**config.mk**
```make
export PLATFORM = sky130hd
export DESIGN_NAME = bram_uart_loader
export DESIGN_NICKNAME = d
export VERILOG_FILES = /design/src/rtl/cr16_loader_pkg.sv /design/src/rtl/bram_uart_loader_uart_rx.sv /design/src/rtl/bram_uart_loader.sv
export SDC_FILE = /design/constraint.sdc
export NUM_CORES = 1
export LEC_CHECK = 0
export ABC_CLOCK_PERIOD_IN_PS = 2700
export CAP_MARGIN = 20
export CORE_ASPECT_RATIO = 0.9
export CORE_MARGIN = 10
export CORE_UTILIZATION = 51
export DETAILED_ROUTE_END_ITERATION = 12
export GPL_ROUTABILITY_DRIVEN = 0
export HOLD_SLACK_MARGIN = 0.15
export PLACE_DENSITY_LB_ADDON = 0.1
export SETUP_SLACK_MARGIN = 0.05
export SYNTH_ARGS = -nofsm -noshare
export SYNTH_HDL_FRONTEND = slang
export SYNTH_HIERARCHICAL = 1
export SYNTH_SLANG_ARGS = --single-unit
```
**constraint.sdc**
```tcl
create_clock -name I_CLK -period 2.7 [get_ports I_CLK]
set_clock_uncertainty 0.05 [all_clocks]
set_input_delay 0.405 -clock I_CLK [delete_from_list [all_inputs] [get_ports I_CLK]]
set_output_delay 0.405 -clock I_CLK [all_outputs]
set_load 0.02 [all_outputs]
```
**src/rtl/cr16_loader_pkg.sv**
```systemverilog
// Shared types and constants for the CR16 UART boot loader.
package cr16_loader_pkg;

  typedef enum logic [2:0] {
    S_IDLE,
    S_COUNT_HI,
    S_COUNT_LO,
    S_DATA_HI,
    S_DATA_LO,
    S_CHECK,
    S_DONE,
    S_ERROR
  } loader_state_t;

  typedef enum logic [1:0] {
    RX_IDLE,
    RX_START,
    RX_DATA,
    RX_STOP
  } rx_state_t;

  localparam logic [7:0] P_LOADER_HEADER = 8'hA5;

  function automatic int clks_per_bit(input int freq, input int baud);
    return freq / baud;
  endfunction

endpackage

```
**src/rtl/bram_uart_loader_uart_rx.sv**
```systemverilog
// 8N1 UART receiver: 2-FF synchroniser, mid-bit sampling, glitch-rejecting start
// bit and stop-bit check. O_VALID / O_FRAME_ERROR are single-cycle pulses.
module uart_rx
  import cr16_loader_pkg::*;
#(
  parameter int CLKS_PER_BIT = 16
) (
  input  logic       I_CLK,
  input  logic       I_NRESET,
  input  logic       I_RX,
  output logic [7:0] O_BYTE,
  output logic       O_VALID,
  output logic       O_FRAME_ERROR
);

  localparam int CW = $clog2(CLKS_PER_BIT + 1);
  localparam logic [CW-1:0] LAST = CW'(CLKS_PER_BIT - 1);
  localparam logic [CW-1:0] HALF = CW'(CLKS_PER_BIT / 2 - 1);

  rx_state_t     state, state_next;
  logic          rx_meta, rx_sync, rx_prev;
  logic [CW-1:0] clk_cnt;
  logic [2:0]    bit_idx;
  logic [7:0]    shift_reg;

  // Synchroniser plus one extra stage for falling-edge detection; idle high.
  always_ff @(posedge I_CLK or negedge I_NRESET) begin
    if (!I_NRESET) begin
      rx_meta <= 1'b1;
      rx_sync <= 1'b1;
      rx_prev <= 1'b1;
    end else begin
      rx_meta <= I_RX;
      rx_sync <= rx_meta;
      rx_prev <= rx_sync;
    end
  end

  always_ff @(posedge I_CLK or negedge I_NRESET) begin
    if (!I_NRESET) begin
      state <= RX_IDLE;
    end else begin
      state <= state_next;
    end
  end

  always_comb begin
    state_next = state;
    case (state)
      RX_IDLE:  if (rx_prev && !rx_sync) state_next = RX_START;
      RX_START: if (clk_cnt == HALF) state_next = rx_sync ? RX_IDLE : RX_DATA;
      RX_DATA:  if (clk_cnt == LAST && bit_idx == 3'd7) state_next = RX_STOP;
      RX_STOP:  if (clk_cnt == LAST) state_next = RX_IDLE;
      default:  state_next = RX_IDLE;
    endcase
  end

  // Bit timing: the counter restarts at each sample point so later samples
  // stay one bit period apart, centred on the bit.
  always_ff @(posedge I_CLK or negedge I_NRESET) begin
    if (!I_NRESET) begin
      clk_cnt   <= '0;
      bit_idx   <= '0;
      shift_reg <= '0;
    end else begin
      case (state)
        RX_START: clk_cnt <= (clk_cnt == HALF) ? '0 : clk_cnt + CW'(1);
        RX_DATA: begin
          if (clk_cnt == LAST) begin
            clk_cnt   <= '0;
            shift_reg <= {rx_sync, shift_reg[7:1]};
            bit_idx   <= bit_idx + 3'd1;
          end else begin
            clk_cnt <= clk_cnt + CW'(1);
          end
        end
        RX_STOP: clk_cnt <= (clk_cnt == LAST) ? '0 : clk_cnt + CW'(1);
        default: begin
          clk_cnt <= '0;
          bit_idx <= '0;
        end
      endcase
    end
  end

  always_comb begin
    O_BYTE        = shift_reg;
    O_VALID       = (state == RX_STOP) && (clk_cnt == LAST) && rx_sync;
    O_FRAME_ERROR = (state == RX_STOP) && (clk_cnt == LAST) && !rx_sync;
  end

endmodule

```
**src/rtl/bram_uart_loader.sv**
```systemverilog
// UART boot loader writing a program image into BRAM port B while holding the CR16 off.
// Optional trailer checksum enabled by defining CR16_LOADER_CHECKSUM_EN.
module bram_uart_loader
  import cr16_loader_pkg::*;
#(
  parameter int P_CLK_FREQ_HZ   = 50000000,
  parameter int P_BAUD          = 115200,
  parameter int P_ADDRESS_WIDTH = 10,
  parameter int P_START_ADDRESS = 0
) (
  input  logic                       I_CLK,
  input  logic                       I_NRESET,
  input  logic                       I_UART_RX,
  output logic [15:0]                O_MEM_DATA,
  output logic [P_ADDRESS_WIDTH-1:0] O_MEM_ADDRESS,
  output logic                       O_MEM_WRITE_ENABLE,
  output logic                       O_CPU_HOLD,
  output logic                       O_LOAD_DONE,
  output logic                       O_LOAD_ERROR
);

  localparam int CLKS_PER_BIT = clks_per_bit(P_CLK_FREQ_HZ, P_BAUD);
  localparam logic [P_ADDRESS_WIDTH-1:0] START_ADDR = P_ADDRESS_WIDTH'(P_START_ADDRESS);
`ifdef CR16_LOADER_CHECKSUM_EN
  localparam loader_state_t S_LAST = S_CHECK;
`else
  localparam loader_state_t S_LAST = S_DONE;
`endif

  loader_state_t              state, state_next;
  logic [7:0]                 rx_byte;
  logic                       rx_valid, rx_ferr, header_seen;
  logic [15:0]                word_total, word_cnt, mem_data;
  logic [7:0]                 hi_byte;
  logic [P_ADDRESS_WIDTH-1:0] mem_addr;
  logic                       mem_we;
`ifdef CR16_LOADER_CHECKSUM_EN
  logic [7:0]                 sum;
`endif

  uart_rx #(
    .CLKS_PER_BIT(CLKS_PER_BIT)
  ) u_uart_rx (
    .I_CLK        (I_CLK),
    .I_NRESET     (I_NRESET),
    .I_RX         (I_UART_RX),
    .O_BYTE       (rx_byte),
    .O_VALID      (rx_valid),
    .O_FRAME_ERROR(rx_ferr)
  );

  assign header_seen = rx_valid && (rx_byte == P_LOADER_HEADER);

  always_ff @(posedge I_CLK or negedge I_NRESET) begin
    if (!I_NRESET) begin
      state <= S_IDLE;
    end else begin
      state <= state_next;
    end
  end

  always_comb begin
    state_next = state;
    case (state)
      S_IDLE, S_DONE, S_ERROR: if (header_seen) state_next = S_COUNT_HI;
      S_COUNT_HI: begin
        if (rx_ferr)       state_next = S_ERROR;
        else if (rx_valid) state_next = S_COUNT_LO;
      end
      S_COUNT_LO: begin
        if (rx_ferr)       state_next = S_ERROR;
        else if (rx_valid) state_next = ({word_total[15:8], rx_byte} == 16'd0) ? S_LAST : S_DATA_HI;
      end
      S_DATA_HI: begin
        if (rx_ferr)       state_next = S_ERROR;
        else if (rx_valid) state_next = S_DATA_LO;
      end
      // Leave only after the strobe cycle so the address is stable under it.
      S_DATA_LO: begin
        if (mem_we)       state_next = (word_cnt + 16'd1 == word_total) ? S_LAST : S_DATA_HI;
        else if (rx_ferr) state_next = S_ERROR;
      end
      S_CHECK: begin
`ifdef CR16_LOADER_CHECKSUM_EN
        if (rx_ferr)       state_next = S_ERROR;
        else if (rx_valid) state_next = (rx_byte == sum) ? S_DONE : S_ERROR;
`else
        state_next = S_IDLE;
`endif
      end
      default: state_next = S_IDLE;
    endcase
  end

  always_comb begin
    O_CPU_HOLD   = (state != S_IDLE) && (state != S_DONE);
    O_LOAD_DONE  = (state == S_DONE);
    O_LOAD_ERROR = (state == S_ERROR);
  end

  // Datapath: count/byte latches, write strobe, and post-strobe address advance.
  always_ff @(posedge I_CLK or negedge I_NRESET) begin
    if (!I_NRESET) begin
      word_total <= '0;
      word_cnt   <= '0;
      hi_byte    <= '0;
      mem_data   <= '0;
      mem_addr   <= START_ADDR;
      mem_we     <= 1'b0;
`ifdef CR16_LOADER_CHECKSUM_EN
      sum        <= '0;
`endif
    end else begin
      mem_we <= 1'b0;
      if (mem_we) begin
        mem_addr <= mem_addr + P_ADDRESS_WIDTH'(1);
        word_cnt <= word_cnt + 16'd1;
      end
      case (state)
        S_IDLE, S_DONE, S_ERROR: begin
          if (header_seen) begin
            mem_addr <= START_ADDR;
            word_cnt <= '0;
`ifdef CR16_LOADER_CHECKSUM_EN
            sum      <= '0;
`endif
          end
        end
        S_COUNT_HI: if (rx_valid) word_total[15:8] <= rx_byte;
        S_COUNT_LO: if (rx_valid) word_total[7:0] <= rx_byte;
        S_DATA_HI: begin
          if (rx_valid) begin
            hi_byte <= rx_byte;
`ifdef CR16_LOADER_CHECKSUM_EN
            sum     <= sum + rx_byte;
`endif
          end
        end
        S_DATA_LO: begin
          if (rx_valid) begin
            mem_data <= {hi_byte, rx_byte};
            mem_we   <= 1'b1;
`ifdef CR16_LOADER_CHECKSUM_EN
            sum      <= sum + rx_byte;
`endif
          end
        end
        default: ;
      endcase
    end
  end

  assign O_MEM_DATA         = mem_data;
  assign O_MEM_ADDRESS      = mem_addr;
  assign O_MEM_WRITE_ENABLE = mem_we;

endmodule
```
; ---- After elaboration in Yosys (flattened, before gate mapping)
; Cells that the tools add are included.
[totals]
regBits = 95
[op_classes]
addsub = 4
n_eq_ne = 26
n_mux = 31
bitwise_logic = 1
reduce_logical = 23
[ops]
columns = operator, n
row1 = $mux 16, 3
row2 = $mux 3, 12
row3 = $mux 10, 3
row4 = $mux 9, 2
row5 = $pmux 3 s6, 1
row6 = $pmux 9 s2, 1
row7 = $add 16x1->16 const B, 1
row8 = $eq 16x16->1, 1
row9 = $logic_not 16->1, 1
row10 = $eq 3x3->1 const B, 5
row11 = $ne 3x3->1 const B, 5
row12 = $reduce_and 2->1, 6
row13 = $add 10x1->10 const B, 1
row14 = $mux 2, 5
row15 = $ne 2x1->1 const B, 5
row16 = $add 9x1->9 const B, 1
row17 = $eq 9x8->1 const B, 1
row18 = $eq 9x9->1 const B, 1
row19 = $eq 8x8->1 const B, 1
row20 = $pmux 2 s4, 1
row21 = $logic_and 1x1->1, 7
row22 = $eq 3x2->1 const B, 2
row23 = $pmux 3 s2, 1
row24 = $reduce_and 5->1, 1
row25 = other kinds (14), 17

; ---- Logic depth before layout (Yosys ltp)
; Gate-level depths: netlist (run 1).
[depth]
word_depth = 6
depth_mapped = 11

; ---- Hierarchy
; Netlist (run 1), hierarchy kept.
[by_module_without_submodules]
columns = module, instances, cells_per_inst, area_per_inst_um2, seq_area_each_um2
row1 = bram_uart_loader, 1, 334, 3663.5, 1751.7
row2 = uart_rx, 1, 106, 1277.5, 629.4

; ---- Worst setup path after synthesis (run 1)
; No wires, ideal clock.
[synth_path]
path_kind = reg-to-reg
from = reg u_uart_rx.clk_cnt[1]
to = reg mem_data[0], in the netlist O_MEM_DATA[0]
t_arrival_ns = 2.408
required_ns = 2.525
path_slack_ns = 0.118
stages_incl_launch_ff = 10
period_less_slack_ns = 2.582
cell_sequence = dfrtp_1 -> inv_1 -> ha_1 -> and4bb_2 -> nand2_1 -> nor3_1 -> and3_1 -> clkbuf_1 -> buf_1 -> mux2_2
[synth_via]
elab_chain_len = 4
[synth_lines]
columns = item, line
row1 = from (decl), bram_uart_loader_uart_rx.sv:22  ; logic [CW-1:0] clk_cnt;
row2 = from (signal assigned), bram_uart_loader_uart_rx.sv:67  ; RX_START: clk_cnt <= (clk_cnt == HALF) ? '0 : clk_cnt + CW'(1);
row3 = from (signal assigned), bram_uart_loader_uart_rx.sv:74  ; clk_cnt <= clk_cnt + CW'(1);
row4 = from (signal assigned), bram_uart_loader_uart_rx.sv:77  ; RX_STOP: clk_cnt <= (clk_cnt == LAST) ? '0 : clk_cnt + CW'(1);
row5 = $eq 9x9->1, bram_uart_loader_uart_rx.sv:88  ; O_VALID = (state == RX_STOP) && (clk_cnt == LAST) && rx_sync;
row6 = $logic_and 1x1->1 (2 in a row), bram_uart_loader_uart_rx.sv:88
row7 = net rx_valid, bram_uart_loader.sv:32  ; logic rx_valid, rx_ferr, header_seen;
row8 = $reduce_and 2->1 (no source line), n/a
row9 = to (signal assigned), bram_uart_loader.sv:141  ; mem_data <= {hi_byte, rx_byte};
row10 = to (decl), bram_uart_loader.sv:33  ; logic [15:0] word_total, word_cnt, mem_data;
; The timed path passes the listed nets, and every way through them passes these cells.
; A chain may end at the register's enable or synchronous reset.

==> implementation parameters, run 1 <==
Parameter                              Value

Min path
  Type of the worst min-delay path    reg -> reg

Floorplan
  Die Area    14,000 µm²
  Vertical die dimension    113 µm
  Die Width    124 µm
  Initial Utilization    51.6%
  I/O pin total    33
  Floorplan core area    9570 µm²
  FP Rows    34

Finish
  Final Util    just under 60%
  Area growth from synthesis to final layout    15.5%
  Fillers    812
  Register Area    2380 µm²
  Area of the multi-input gates    2430 µm²
  Layout net count    493
  Antenna diode count    0
  Final standard cell area without fillers    5710 µm²
  Non-filler instance count after layout    614
  Ratio of cells with drive above 1 in the final layout    21.9%

CTS
  Clock transition at the registers of the reported paths    0.10 ns
  TritonCTS Buffers    9
  Root buf cell    sky130_fd_sc_hd__clkbuf_8
  CTS H-Tree Depth    3
  Clk_lat worst skew    0.37 ns
  Number of clock sinks seen by CTS    95
  Deepest clock path buffer count    2
  TritonCTS clock tree    done

Logic synthesis
  Net Count, Synth    450
  Sequential fraction of the synthesis area    roughly half
  Synthesized flop and latch total    95
  Number of enable-type register cells in the synthesized netlist    0
  Library cells used by synthesis    roughly 70
  Number of instances in the synthesized netlist    440
  Syn Area/Cell    between 10 and 15 µm²
  Post-Syn Area    4940 µm²
  Most used flip-flop cell after synthesis    sky130_fd_sc_hd__dfrtp_1
  Share of synthesized registers carrying an async set or reset    100%
  Yosys warnings    6

Critical path
  Critical path type    reg -> reg
  Crit path max-delay family    compound AO/OA/AOI/OAI gates
  Largest fanout on the critical path    5
  Max stage delay cell, worst path    sky130_fd_sc_hd__dfrtp_1
  Worst path cell trace    inv_1 > ha_1 > and4bb_2 > nand2_1 > nor3_1 > buf_4 > o21ai_0 > a21o_1 > a211o_2 > a21boi_0 > o21ai_1
  Buffer and inverter count on the worst path    2
  WP data required    2.95 ns
  Startpoint type of the worst setup path    register
  Critical path's largest stage delay    slightly above 0.4 ns
  Worst EP arrival    between 2 and 3 ns
  Setup crit end kind    register

Detailed routing
  Antenna-violating nets left    0
  Vias post-DR    3,480
  Routed length per instance    between 15 and 20 µm
  Drc violations    0
  Total routed wirelength    between 10 and 15 mm
  DR vias/cell    between 5 and 6
  DR iter-0 viols    203
  Drt first pass iters    4

STA
  Worst max-slew margin expressed relative to the limit    56.7%
  Worst-Margin Slew    0.646 ns
  RSZ-0062 raised after global routing    no
  Endpoints failing setup    0
  Achievable frequency    between 0.4 and 0.5 GHz
  Min setup slack post-route    0.259 ns
  Number of hold-slack violations in the final timing report    0
  Post-route minimum period    2.44 ns
  Aggregate negative setup slack    0 ns
  Final hold slack    0.313 ns
  Part of the cycle the worst path needs    90.4%
  Count of final max-slew check failures    0

Placed design
  Port Buffers    32
  Total placed cells including tap cells    596
  DPL Wire Length    a little over 7 mm
  Place WS    0.0825 ns
  Area of placed instances    5440 µm²

Pwr
  Final total power    2.70 mW
  Leakage power total    2.65 nW
  Areal power density over the cells    between 400 and 500 nW/µm²
  Maximum vdd drop    0.403 mV

Global route
  Number of global-route vias before repair    3,401
  Grt ovf    0
  GRT Overall Usage    15.8%
  Wire length of the first global-routing pass    roughly 18 mm
  Pin count of the biggest net entering global routing    96
  Initial antenna violation count    0

Outcome
  Result of the run    completed

Run
  Number of max-capacitance violations reported    0
per-layer routing:
metal,vias up,global-route usage (%),share of wire (%)
met3,15,4.84,5.4
met5,-,0,0
met2,75,21.1,43
met4,0,5.12,1.3
met1,1709,23.4,51
li1,1681,-,-
layout by cell type (no fill, tap or decap), types with 12 or more instances in the layout:
| master | Yosys | final |
|---|---|---|
| sky130_fd_sc_hd__inv_1 | 12 | 12 |
| sky130_fd_sc_hd__xor2_1 | 26 | 26 |
| sky130_fd_sc_hd__buf_4 | 0 | 15 |
| sky130_fd_sc_hd__o21ai_0 | 16 | 16 |
| sky130_fd_sc_hd__nand4_1 | 15 | 15 |
| sky130_fd_sc_hd__dfrtp_1 | 92 | 91 |
| sky130_fd_sc_hd__mux2_2 | 39 | 39 |
| sky130_fd_sc_hd__clkdlybuf4s50_1 | 0 | 31 |
| sky130_fd_sc_hd__nor2_1 | 37 | 37 |
| sky130_fd_sc_hd__nand2_1 | 27 | 27 |
| sky130_fd_sc_hd__xnor2_1 | 16 | 16 |
cell type report:
class,count,area share [%]
tap,126,2.76
clock buffer,9,2.17
clock inverter,7,1.62
multi-input combinational,316,42.6
inverter,12,0.789
timing repair buffer,49,8.29
sequential,95,41.7
worst reg2reg max path: cells and delay by family, from the launching register on:
| family | cells | cell delay (ns) |
|---|---|---|
| AO/OA/AOI/OAI | 5 | 0.79 |
| flip-flops | 1 | 0.41 |
| buffers and inverters | 2 | 0.24 |
| AND/OR/NAND/NOR | 3 | 0.66 |
| adder cells (fa/ha/maj) | 1 | 0.20 |
kinds of logic (layout without fill, tap and decap cells):
| logic type | after synthesis | count (layout) | synth area share [%] |
|---|---|---|---|
| and+or+nand+nor | 153 | 153 | 18.2 |
| DFF | 95 | 95 | 48.2 |
| AOI/OAI and AO/OA | 62 | 62 | 8.76 |
| muxes | 52 | 52 | 12.4 |
| xor gates and xnor gates | 42 | 42 | 7.44 |
| buffers and inverters | 29 | 77 | 3.29 |
| adders and majority gates | 7 | 7 | 1.77 |
final timing paths:
check / to / slack (ns) / startpoint / cells after the start
max: state[2] / 0.26 / u_uart_rx/clk_cnt[1] / 11
min: u_uart_rx/rx_sync / 0.31 / u_uart_rx/rx_meta / 0
max reg2reg: state[2] / 0.26 / u_uart_rx/clk_cnt[1] / 11
min reg2reg: u_uart_rx/rx_sync / 0.31 / u_uart_rx/rx_meta / 0
max in group asynchronous: word_cnt[2] / 1.62 / I_NRESET / 3
min in group asynchronous: u_uart_rx/clk_cnt[8] / 0.55 / I_NRESET / 3
sequential cells by signal, summed over array words and instances (netlist names), named ones only:
name                count
O_MEM_DATA             16
word_cnt               16
word_total             16
O_MEM_ADDRESS          10
u_uart_rx/clk_cnt       9
hi_byte                 8
u_uart_rx/O_BYTE        8
state                   3
u_uart_rx/bit_idx       3
O_MEM_WRITE_ENABLE      1
u_uart_rx/rx_meta       1
u_uart_rx/rx_prev       1
u_uart_rx/rx_sync       1
u_uart_rx/state         1
power breakdown:
group          total [mW]  internal (mW)  switching [mW]  leakage, nW
Clock                1.00          0.450           0.553        0.102
Sequential           1.50           1.46          0.0397         1.31
Combinational       0.193         0.0853           0.107         1.24
timing repair:
item                                   4_1_cts  5_1_grt
setup buffers                                0        1
endpoints found under the hold margin       92        0
setup endpoints to repair                    0       51
gates resized for setup                      0        7
hold buffers                                 1        0
cell usage after synthesis, types with 2 or more instances:
cell | count | share of area, %
sky130_fd_sc_hd__or4_1 | 2 | 0.30
sky130_fd_sc_hd__o311ai_0 | 2 | 0.35
sky130_fd_sc_hd__a21o_1 | 2 | 0.30
sky130_fd_sc_hd__a311o_1 | 2 | 0.41
sky130_fd_sc_hd__and2_1 | 2 | 0.25
sky130_fd_sc_hd__nor2b_1 | 2 | 0.25
sky130_fd_sc_hd__clkbuf_1 | 8 | 0.61
sky130_fd_sc_hd__mux2i_1 | 4 | 0.81
sky130_fd_sc_hd__dfstp_2 | 3 | 1.6
sky130_fd_sc_hd__mux2_2 | 39 | 8.9
sky130_fd_sc_hd__o21ai_1 | 2 | 0.20
sky130_fd_sc_hd__a21boi_0 | 2 | 0.30
sky130_fd_sc_hd__dfrtp_1 | 92 | 47
sky130_fd_sc_hd__a21oi_1 | 12 | 1.2
sky130_fd_sc_hd__nand4_1 | 15 | 1.9
sky130_fd_sc_hd__xor2_1 | 26 | 4.6
sky130_fd_sc_hd__or3_1 | 11 | 1.4
sky130_fd_sc_hd__mux2_4 | 8 | 2.4
sky130_fd_sc_hd__xnor2_1 | 16 | 2.8
sky130_fd_sc_hd__inv_1 | 12 | 0.91
sky130_fd_sc_hd__o22ai_1 | 2 | 0.25
sky130_fd_sc_hd__and3_1 | 7 | 0.89
sky130_fd_sc_hd__nor4_1 | 9 | 1.1
sky130_fd_sc_hd__nor3_1 | 5 | 0.51
sky130_fd_sc_hd__ha_1 | 7 | 1.8
sky130_fd_sc_hd__o21ai_0 | 16 | 1.6
sky130_fd_sc_hd__nand3_1 | 10 | 1.0
sky130_fd_sc_hd__nor2_1 | 37 | 2.8
sky130_fd_sc_hd__nand2_1 | 27 | 2.1
sky130_fd_sc_hd__nand2b_1 | 5 | 0.63
sky130_fd_sc_hd__buf_6 | 7 | 1.6
sky130_fd_sc_hd__a31oi_1 | 4 | 0.51
sky130_fd_sc_hd__a22oi_1 | 4 | 0.61
sky130_fd_sc_hd__o211ai_1 | 3 | 0.46
Note: power is estimated with default switching activity, not from simulation.
==> run 2, diff against run 1 <==
--- a/config.mk
+++ b/config.mk
@@ -8,7 +8,7 @@
 export ABC_CLOCK_PERIOD_IN_PS = 2700
 export CAP_MARGIN = 20
 export CORE_ASPECT_RATIO = 0.9
-export CORE_MARGIN = 10
+export CORE_MARGIN = 2
 export CORE_UTILIZATION = 51
 export DETAILED_ROUTE_END_ITERATION = 12
 export GPL_ROUTABILITY_DRIVEN = 0
==> implementation parameters, run 2 (same netlist as run 1, synthesis figures left out) <==
Parameter                              Value

Outcome
  Result of the run    completed

CTS
  Clk_lat worst skew    0.37 ns (about the same)
  Deepest clock path buffer count    2 (unchanged)
  Clock transition at the registers of the reported paths    0.10 ns (about the same)
  Number of clock sinks seen by CTS    95 (unchanged)
  CTS H-Tree Depth    3 (unchanged)
  Root buf cell    sky130_fd_sc_hd__clkbuf_8
  TritonCTS Buffers    9 (unchanged)
  TritonCTS clock tree    done

Detailed routing
  Drt first pass iters    4 (unchanged)
  Drc violations    0 (unchanged)
  DR vias/cell    5.66 (-0.15%)
  Total routed wirelength    10.1 mm (-2.3%)
  Routed length per instance    16.5 µm (-2.1%)
  DR iter-0 viols    171 (-16%)
  Vias post-DR    3,469 (-0.32%)
  Antenna-violating nets left    0 (unchanged)

STA
  Post-route minimum period    2.46 ns (+0.0181 ns)
  Part of the cycle the worst path needs    91.1% (+0.67 points)
  Achievable frequency    0.407 GHz (-0.74%)
  Min setup slack post-route    0.241 ns (-0.0181 ns)
  Worst-Margin Slew    0.644 ns (-0.00144 ns)
  RSZ-0062 raised after global routing    no
  Number of hold-slack violations in the final timing report    0 (unchanged)
  Worst max-slew margin expressed relative to the limit    56.8% (+0.096 points)
  Aggregate negative setup slack    0 ns (unchanged)
  Count of final max-slew check failures    0 (unchanged)
  Endpoints failing setup    0 (unchanged)

Finish
  Most common cell after layout, fill and taps aside    sky130_fd_sc_hd__dfrtp_1
  Layout net count    492 (-0.20%)
  Non-filler instance count after layout    613 (-0.16%)
  Antenna diode count    0 (unchanged)
  Area growth from synthesis to final layout    15.0%
  Ratio of cells with drive above 1 in the final layout    22.0% (+0.045 points)
  Top library cells by usage in the layout, fill and taps aside    91 x sky130_fd_sc_hd__dfrtp_1, 39 x sky130_fd_sc_hd__mux2_2, 37 x sky130_fd_sc_hd__nor2_1, 31 x sky130_fd_sc_hd__clkdlybuf4s50_1
  Fillers    812 (unchanged)

Critical path
  Slack of the worst reg-to-reg path    0.24 ns (-0.02 ns)
  Worst EP arrival    2.71 ns (+0.02 ns)
  Worst path cell trace    nand3_2 > nor3_4 > mux2_2 > a31oi_1 > nand4_1 > or4_1 > o21ai_1
  Number of cells traversed by the worst register-to-register path    7 (-4)
  Critical path type    reg -> reg
  Reg-to-reg endpoint    state[2]
  Startpoint type of the worst setup path    register
  Crit path from    word_cnt[2]
  WP data required    2.95 ns (about the same)
  Setup crit end kind    register
  Largest fanout on the critical path    10 (+5)
  End point of the critical path    state[2]
  Reg-to-reg startpoint    word_cnt[2]
  Max stage delay cell, worst path    sky130_fd_sc_hd__dfrtp_1
  Critical path's largest stage delay    0.56 ns (+0.15 ns)

Global route
  Global-route met2 utilization    30.4% (+9.3 points)
  Number of global-route vias before repair    3,496 (+2.8%)
  Gr busiest metal    met1
  GRT met1 Usage    31.6% (+8.2 points)
  Wire length of the first global-routing pass    17.4 mm (-2.4%)
  Initial antenna violation count    0 (unchanged)
  GRT Overall Usage    21.0% (+5.2 points)
  Pin count of the biggest net entering global routing    43 (-55%)
  Global routing met3 resource utilization    4.29% (-0.55 points)
  Grt ovf    0 (unchanged)

Floorplan
  Vertical die dimension    97.4 µm (-14%)
  FP Rows    34 (unchanged)
  I/O pin total    33 (unchanged)
  Die Area    10,500 µm² (-25%)
  Initial Utilization    51.9% (+0.23 points)
  Die Width    108 µm (-13%)
  Floorplan core area    9530 µm² (-0.44%)

Pwr
  Part of the power in registers    57.0% (+1.4 points)
  Areal power density over the cells    467 nW/µm² (-1.1%)
  Portion of total power attributed to the clock network    36.9% (-0.3 points)
  Cell internal power dissipation    1.99 mW (about the same)
  Combinational fraction of design power    6.2% (-1.0 points)
  Leakage power total    2.64 nW (-0.27%)
  Switching fraction of total power    24.8% (-1.2 points)
  Maximum vdd drop    0.368 mV (-8.7%)
  Switching power summed over all nets    0.658 mW (-6.0%)

Placed design
  Total placed cells including tap cells    595 (-0.17%)
  Place WS    0.101 ns (+0.0182 ns)
  DPL Wire Length    7.16 mm (-1.3%)
  Port Buffers    32 (unchanged)

Run
  Number of max-capacitance violations reported    0 (unchanged)

Min path
  Type of the worst min-delay path    reg -> reg
run 2: changes by cell type in the layout (fill, tap and decap cells not counted), sizes merged:
cell,change
clkinv,-1
buf,-1
clkinvlp,-2
inv,+1
clkbuf,+2
run 2: what timing repair did:
action / in CTS / in global routing
hold buffers: 1 / 0
gates resized for setup: 0 / 9
buffers inserted: 0 / 1
endpoints found under the setup margin: 0 / 49
hold endpoints to repair: 38 / 0
run 2: critical path, delay by kind of cell, from the launching register on:
kind / cells / cell delay [ns]
compound gates: 2 / 0.26
mux: 1 / 0.38
simple gates: 4 / 1.15
flops: 1 / 0.56
run 2: final cells by class:
type                    count  area [µm²]  share of cell area (%)
well taps                 126         158                    2.78
multi-input cells         316        2440                    43.0
clock buffers              11         141                    2.49
inverters                  12        45.0                   0.793
repair buffers             48         453                    7.97
flip-flops and latches     95        2380                    41.9
clock inverters             5        61.3                    1.08
run 2: layer usage:
| metal | up-vias | part of all wire (%) |
|---|---|---|
| met5 | - | 0 |
| met4 | 0 | 1.2 |
| met3 | 12 | 3.3 |
| met2 | 55 | 44 |
| met1 | 1732 | 51 |
| li1 | 1670 | - |
run 2: stage by stage:
| step | hold WS [ns] | area, µm² | power [mW] | util [%] |
|---|---|---|---|---|
| 2_1_floorplan | 0.0594 | 4940 | 1.63 | - |
| 3_3_place_gp | 0.296 | 5420 | 1.70 | 56.9 |
| 3_5_place_dp | 0.297 | 5420 | 1.70 | 56.9 |
| 4_1_cts | 0.302 | 5630 | 2.68 | 59.1 |
| 5_1_grt | 0.306 | 5680 | 2.77 | 59.6 |
| 6_report | 0.296 | 5680 | 2.65 | 59.6 |
run 2: power groups by stage:
stage | logic, mW | clock network, mW | registers, mW
after global placement | 0.161 | 0 | 1.54
final | 0.164 | 0.978 | 1.51
after global routing | 0.188 | 1.06 | 1.52
after CTS | 0.167 | 1.00 | 1.51
after floorplan | 0.112 | 0 | 1.52
after detailed placement | 0.164 | 0 | 1.54
run 2: how the worst min path moves through the flow:
stage | startpoint | endpoint | slack [ns] | cells after the start
detailed placement | u_uart_rx/rx_meta | u_uart_rx/rx_sync | 0.30 | 0
finish | u_uart_rx/rx_meta | u_uart_rx/rx_sync | 0.30 | 0
floorplan | I_NRESET | O_MEM_ADDRESS[0] | 0.06 | 0
global route | u_uart_rx/rx_meta | u_uart_rx/rx_sync | 0.31 | 0
global placement | u_uart_rx/rx_meta | u_uart_rx/rx_sync | 0.30 | 0
CTS | u_uart_rx/rx_meta | u_uart_rx/rx_sync | 0.30 | 0
==> run 3, diff against run 2 <==
==> constraint.sdc (replaced) <==
create_clock -name I_CLK -period 2.7 [get_ports I_CLK]
set_clock_uncertainty 0.05 [all_clocks]
set_input_delay 0.405 -clock I_CLK [delete_from_list [all_inputs] [get_ports I_CLK]]
set_output_delay 0.405 -clock I_CLK [all_outputs]
set_load 0.1 [all_outputs]
==> implementation parameters, run 3 (same netlist as run 1, synthesis figures left out) <==
Parameter                              Value

Detailed routing
  DR vias/cell    5.68 (+0.35%)
  DR iter-0 viols    183 (+7.0%)
  Antenna-violating nets left    0 (unchanged)
  Vias post-DR    3,464 (-0.14%)
  Routed length per instance    16.4 µm (-0.30%)
  Drc violations    0 (unchanged)
  Total routed wirelength    10.0 mm (-0.79%)
  Drt first pass iters    4 (unchanged)

Global route
  Gr busiest metal    met2
  Global-route met2 utilization    30.4% (-0.048 points)
  Wire length of the first global-routing pass    17.3 mm (-0.79%)
  Initial antenna violation count    0 (unchanged)
  Global routing met3 resource utilization    5.16% (+0.87 points)
  Pin count of the biggest net entering global routing    45 (+4.7%)
  Grt ovf    0 (unchanged)
  GRT Overall Usage    20.8% (-0.24 points)
  Number of global-route vias before repair    3,440 (-1.6%)
  GRT met1 Usage    30.3% (-1.2 points)

CTS
  Clock transition at the registers of the reported paths    0.09 ns (about the same)
  Deepest clock path buffer count    2 (unchanged)
  TritonCTS clock tree    done
  Root buf cell    sky130_fd_sc_hd__clkbuf_8
  TritonCTS Buffers    9 (unchanged)
  Clk_lat worst skew    0.36 ns (about the same)
  Number of clock sinks seen by CTS    95 (unchanged)
  CTS H-Tree Depth    3 (unchanged)

Floorplan
  I/O pin total    33 (unchanged)
  Vertical die dimension    97.4 µm (unchanged)
  FP Rows    34 (unchanged)
  Floorplan core area    9530 µm² (unchanged)
  Initial Utilization    51.9% (unchanged)
  Die Width    108 µm (unchanged)
  Die Area    10,500 µm² (unchanged)

Finish
  Antenna diode count    0 (unchanged)
  Fillers    811 (-0.12%)
  Non-filler instance count after layout    610 (-0.49%)
  Top library cells by usage in the layout, fill and taps aside    91 x sky130_fd_sc_hd__dfrtp_1, 40 x sky130_fd_sc_hd__buf_4, 39 x sky130_fd_sc_hd__mux2_2, 37 x sky130_fd_sc_hd__nor2_1
  Area growth from synthesis to final layout    14.2%
  Area of the multi-input gates    2460 µm² (+0.72%)
  Layout net count    489 (-0.61%)
  Register Area    2380 µm² (unchanged)
  Most common cell after layout, fill and taps aside    sky130_fd_sc_hd__dfrtp_1
  Ratio of cells with drive above 1 in the final layout    27.5% (+5.5 points)

Run
  Number of max-capacitance violations reported    0 (unchanged)

Critical path
  Largest fanout on the critical path    7 (-3)
  End point of the critical path    state[2]
  Startpoint type of the worst setup path    register
  Reg-to-reg startpoint    word_cnt[1]
  WP data required    2.94 ns (about the same)
  Slack of the worst reg-to-reg path    0.17 ns (-0.07 ns)
  Crit path from    word_cnt[1]
  Number of cells traversed by the worst register-to-register path    8 (+1)
  Setup crit end kind    register
  Worst EP arrival    2.77 ns (+0.06 ns)
  Critical path type    reg -> reg
  Reg-to-reg endpoint    state[2]

STA
  RSZ-0062 raised after global routing    no
  Part of the cycle the worst path needs    93.7% (+2.7 points)
  Number of hold-slack violations in the final timing report    0 (unchanged)
  Post-route minimum period    2.53 ns (+0.0717 ns)
  Worst max-slew margin expressed relative to the limit    58.5% (+1.7 points)
  Count of final max-slew check failures    0 (unchanged)
  Aggregate negative setup slack    0 ns (unchanged)
  Min setup slack post-route    0.169 ns (-0.0717 ns)
  Endpoints failing setup    0 (unchanged)
  Worst-Margin Slew    0.619 ns (-0.0254 ns)
  Achievable frequency    0.395 GHz (-2.8%)

Placed design
  Port Buffers    32 (unchanged)
  Total placed cells including tap cells    592 (-0.50%)
  DPL Wire Length    6.92 mm (-3.4%)
  Place WS    0.0511 ns (-0.0496 ns)

Min path
  Type of the worst min-delay path    reg -> reg
  Worst hold path startpoint    u_uart_rx/rx_meta

Outcome
  Result of the run    completed

Pwr
  Maximum vdd drop    0.358 mV (-2.6%)
  Leakage power total    2.70 nW (+2.3%)
  Areal power density over the cells    481 nW/µm² (+3.0%)
==> run 3: repair_timing <==
item	in CTS	in global routing
setup buffers	0	1
pin swaps	0	1
endpoints found under the setup margin	8	37
gates resized for setup	1	11
endpoints found under the hold margin	42	0
hold buffers	1	0
==> run 3: final cells by class <==
type,instances,share of cell area [%]
clock buffer,11,2.33
inverter,12,0.798
tap,126,2.79
multi-input combinational,316,43.5
clock inverter,5,1.57
sequential,95,42.2
timing repair buffer,45,6.74
==> run 3: worst min path at each step <==
stage	end	slack, ns	cells after the start
floorplan	O_MEM_ADDRESS[0]	0.06	0
global route	u_uart_rx/rx_sync	0.32	0
CTS	u_uart_rx/rx_sync	0.32	0
global placement	u_uart_rx/rx_sync	0.30	0
detailed placement	u_uart_rx/rx_sync	0.30	0
finish	u_uart_rx/rx_sync	0.32	0
==> run 3: report_power, final <==
group	switching (mW)	internal [mW]
clock	0.503	0.536
sequential	0.0512	1.46
combinational	0.0917	0.0728
==> run 3: metrics by stage <==
step           instance area [µm²]  hold slack [ns]  power (mW)  utilization [%]
3_3_place_gp                  5350            0.298        1.70             56.1
2_1_floorplan                 4940           0.0594        1.63                -
4_1_cts                       5580            0.316        2.76             58.6
5_1_grt                       5640            0.324        2.85             59.2
6_report                      5640            0.318        2.71             59.2
3_5_place_dp                  5350            0.301        1.70             56.1
==> run 3: routing by layer <==
metal  vias up  share of wire, %
li1       1674                 -
met1      1708                50
met2        70                45
met3        12               3.8
met4         0               1.4
met5         -                 0
==> run 3: worst max-delay path: stages (launching register included) <==
cell and delay, ns:
sky130_fd_sc_hd__dfrtp_2 0.45, sky130_fd_sc_hd__ha_4 0.19, sky130_fd_sc_hd__nand2b_1 0.16, sky130_fd_sc_hd__o211ai_1 0.09, sky130_fd_sc_hd__or3b_1 0.43, sky130_fd_sc_hd__a2111oi_4 0.37
sky130_fd_sc_hd__nand4_1 0.17, sky130_fd_sc_hd__or4_1 0.43, sky130_fd_sc_hd__o21ai_1 0.12
